File: src/rtl/alu_cmd_queue.sv
// rtl/alu_cmd_queue.sv - command FIFO feeding an external ALU, with a registered result stage
module alu_cmd_queue #(
    parameter int n     = 4,
    parameter int DEPTH = 4
) (
    input  logic                     clk,
    input  logic                     rst,
    input  logic                     in_valid,
    output logic                     in_ready,
    input  logic [1:0]               in_op,
    input  logic [n-1:0]             in_a,
    input  logic [n-1:0]             in_b,
    output logic [1:0]               alu_op,
    output logic [n-1:0]             alu_a,
    output logic [n-1:0]             alu_b,
    input  logic [n-1:0]             alu_result,
    output logic                     out_valid,
    input  logic                     out_ready,
    output logic [1:0]               out_op,
    output logic [n-1:0]             out_result,
    output logic [$clog2(DEPTH):0]   count
);

    localparam int AW = $clog2(DEPTH);
    localparam int CW = AW + 1;

    logic [1:0]   r_mem_op [DEPTH];
    logic [n-1:0] r_mem_a  [DEPTH];
    logic [n-1:0] r_mem_b  [DEPTH];
    logic [AW-1:0] r_wr_ptr;
    logic [AW-1:0] r_rd_ptr;
    logic [CW-1:0] r_count;
    logic          r_out_valid;
    logic [1:0]    r_out_op;
    logic [n-1:0]  r_out_result;

    logic w_empty;
    logic w_full;
    logic w_push;
    logic w_issue;

    assign w_empty = (r_count == '0);
    assign w_full  = (r_count == CW'(DEPTH));
    // A full queue refuses pushes even when a pop frees a slot in the same cycle,
    // which keeps in_ready free of any path from out_ready.
    assign w_push  = in_valid && !w_full;
    assign w_issue = !w_empty && (!r_out_valid || out_ready);

    always_ff @(posedge clk) begin
        if (rst) begin
            r_wr_ptr     <= '0;
            r_rd_ptr     <= '0;
            r_count      <= '0;
            r_out_valid  <= 1'b0;
            r_out_op     <= 2'b00;
            r_out_result <= '0;
        end else begin
            if (w_push) begin
                r_mem_op[r_wr_ptr] <= in_op;
                r_mem_a[r_wr_ptr]  <= in_a;
                r_mem_b[r_wr_ptr]  <= in_b;
                r_wr_ptr           <= r_wr_ptr + 1'b1;
            end
            if (w_issue) begin
                r_out_result <= alu_result;
                r_out_op     <= r_mem_op[r_rd_ptr];
                r_out_valid  <= 1'b1;
                r_rd_ptr     <= r_rd_ptr + 1'b1;
            end else if (r_out_valid && out_ready) begin
                r_out_valid  <= 1'b0;
            end
            case ({w_push, w_issue})
                2'b10:   r_count <= r_count + 1'b1;
                2'b01:   r_count <= r_count - 1'b1;
                default: r_count <= r_count;
            endcase
        end
    end

    assign alu_op     = w_empty ? 2'b00 : r_mem_op[r_rd_ptr];
    assign alu_a      = w_empty ? '0    : r_mem_a[r_rd_ptr];
    assign alu_b      = w_empty ? '0    : r_mem_b[r_rd_ptr];
    assign in_ready   = !w_full;
    assign out_valid  = r_out_valid;
    assign out_op     = r_out_op;
    assign out_result = r_out_result;
    assign count      = r_count;

endmodule
File: config.mk
export PLATFORM = sky130hd
export DESIGN_NAME = alu_cmd_queue
export DESIGN_NICKNAME = d
export VERILOG_FILES = /design/src/rtl/alu_cmd_queue.sv
export SDC_FILE = /design/constraint.sdc
export NUM_CORES = 1
export LEC_CHECK = 0
export ABC_CLOCK_PERIOD_IN_PS = 3900
export CORE_UTILIZATION = 56
export DETAILED_ROUTE_END_ITERATION = 12
export PLACE_DENSITY = 0.94
export SLEW_MARGIN = 20
export SYNTH_ARGS = -nofsm -noshare
export SYNTH_HDL_FRONTEND = slang
export SYNTH_SLANG_ARGS = --single-unit
File: constraint.sdc
create_clock -name clk -period 3.9 [get_ports clk]
set_clock_uncertainty 0.1 [all_clocks]
set_input_delay 1.17 -clock clk [delete_from_list [all_inputs] [get_ports clk]]
set_output_delay 1.17 -clock clk [all_outputs]
set_load 0.02 [all_outputs]
==> qor.txt <==
Net Count, Synth: 175
Worst EP arrival: 2.36 ns
crit path time final: 3.63 ns
core area: 3740 um2
RSZ-0062 raised after global routing: no
IO Count: 39
Leak Pwr: 0.933 nW
Ant. Diodes: 0
top-area cell type share of the netlist area: 0.535
Synth Flop Type: edfxtp_1
post-route setup slack: 0.265 ns
FF+latch count, synth: 56
Slew @ Worst Pin: 0.916 ns
Post-synth EDFFs: 40
DR WL/cell: 17.8 um
CP required: 2.63 ns
most numerous cell in the Yosys netlist: edfxtp_1
routing usage on met3: 0.0590
met1 GRT Util: 0.270
row cnt: 22
grt ovf: 0
CTS buffer count: 5
setup_tns: 0 ns
Max rail drop VDD: 455 uV
fraction of layout cells with a size suffix above 1: 0.110
Synth Cell Area: 2250 um2
Final Hold Viols: 0
Worst-path clk slew: 0.08 ns
Die ar.: 4270 um2
CP Capture Type: primary output
CP Launch Type: flop
P&R area growth vs syn: 23.4%
HPWL after detailed placement: 2880 um
commonest cells in the synthesized netlist: edfxtp_1, dfxtp_1, and2_1, a21oi_1
Post-CTS Setup Inserts: 0
Max Cap Viol: 0
register area share after synthesis: 0.677
Post-Route WL: 4270 um
Slew Viols, Final: 0
Util after Layout: 0.741
Longest Clk Path Bufs: 2
Sink Count: 56
Via density: 5.76
drt drc: 0
Warnings, synthesis: 0
first-pass GRT wire length: 6900 um
via count: 1377
largest net degree at the start of global routing: 18
Nets: 214
post-route ant nets: 0
M2 GR Usage: 0.383
root buf cell: clkbuf_8
Die Span X: 65.3 um
top cell type by total area after synthesis: edfxtp_1
port bufs: 38
initial antenna violation count: 0
Synth async-reset ratio: 0
GP Congestion: 0.815
initial core utilization: 0.600
post-synth cell types: 25
Avg Inst Size Synth: 14.9 um2
crit share post-route: 0.932
1st-pass router iterations: 4
worst-skew pair later-pin latency: 0.31 ns
pre-CTS setup slack: 0.408 ns
busiest grt layer: met2
Slew HR: 0.385
HP Class: flop to flop
crit-path max FO: 7
Cell Chain, Critical Path: buf_4 -> mux4_2 -> and2_1 -> clkdlybuf4s50_1
largest cells by area after synthesis: edfxtp_1, dfxtp_1, mux4_2
r2r setup slk: 1.20 ns
critical path type: flop to primary output
# setup viols final: 0
WHS: 0.397 ns
hold_buf cts: 0
status: complete, no violations
CP peak stage delay: 0.62 ns
pwr dens: 701 nW/um2
Gate Count Post-Synth: 151
number of global-route vias before repair: 1467
die height: 65.3 um
DR iter-0 viols: 48
max frequency: 275 MHz
post_cts resized: 0
H-tree level count: 2
global-route total usage across every layer: 0.229
slowest CP cell: dfxtp_1
TritonCTS clock tree: done
## path summary, 6_finish.rpt
check,startpoint,end,cells past startpoint
max,flop,alu_b[0],4
min,out_op[0],out_op[0],2
max reg2reg,count[2],count[2],8
min reg2reg,out_op[0],out_op[0],2
## layout by cell type, fill, tap and decap left out, types with 2 or more instances in the layout
| cell | count |
|---|---|
| nand3_1 | 8 |
| dfxtp_1 | 16 |
| edfxtp_1 | 40 |
| ha_1 | 5 |
| clkbuf_8 | 5 |
| a21oi_1 | 13 |
| clkinv_1 | 2 |
| or3_2 | 2 |
| inv_1 | 8 |
| xor2_1 | 2 |
| and2_1 | 14 |
| nor3_1 | 2 |
| nor2_1 | 5 |
| clkdlybuf4s50_1 | 38 |
| mux4_2 | 10 |
| buf_4 | 2 |
| o21ai_0 | 10 |
## per-layer routing
metal / vias up / routed length [um]
met1: 679 / 1620
met5: - / 0
met3: 11 / 248
met4: 0 / 113
met2: 53 / 2280
li1: 634 / -
## state kept, by name, indices dropped and copies added (netlist names), named ones only
register / cells
r_mem_b: 16
r_wr_ptr: 2
r_mem_op: 8
out_result: 4
count: 3
r_mem_a: 16
out_valid: 1
out_op: 2
r_rd_ptr: 2
## area by class of cell
class	instances	area, um2
Sequential cell	56	1520
Multi-Input combinational cell	79	659
Tap cell	48	60.1
Fill cell	243	971
Clock inverter	3	37.5
Timing Repair Buffer	40	395
Inverter	8	30.0
Clock buffer	5	68.8
## stage by stage
| stage | instance area (um2) | std cells | power, mW |
|---|---|---|---|
| final | 2770 | 239 | 1.94 |
| after global routing | 2770 | 239 | 2.05 |
| after CTS | 2770 | 239 | 1.95 |
| after detailed placement | 2670 | 231 | 1.59 |
| after global placement | 2670 | 231 | 1.55 |
| after floorplan | 2250 | 151 | 1.28 |
## logic make-up after synthesis
group                      after synthesis  share of synthesized area
muxes                                   10                      0.100
adders and majority gates                6                     0.0367
DFF                                     56                      0.677
AOI/OAI and AO/OA                       25                     0.0590
xor gates and xnor gates                 2                    0.00780
and+or+nand+nor                         36                     0.0896
buffers and inverters                   16                     0.0295
## power breakdown
| group | internal, mW | switching (mW) | total [mW] | leakage [nW] |
|---|---|---|---|---|
| clock | 0.187 | 0.169 | 0.356 | 0.0532 |
| sequential | 0.718 | 0.0797 | 0.797 | 0.495 |
| combinational | 0.384 | 0.407 | 0.790 | 0.386 |
| total | 1.29 | 0.656 | 1.94 | 0.933 |
## worst max-delay path: cells and delay by family (launching register included)
family | cells | cell delay [ns]
mux | 1 | 0.49
buf+inv | 2 | 0.78
simple gates | 1 | 0.17
flops | 1 | 0.62
Power figures use the tool's default switching activity.
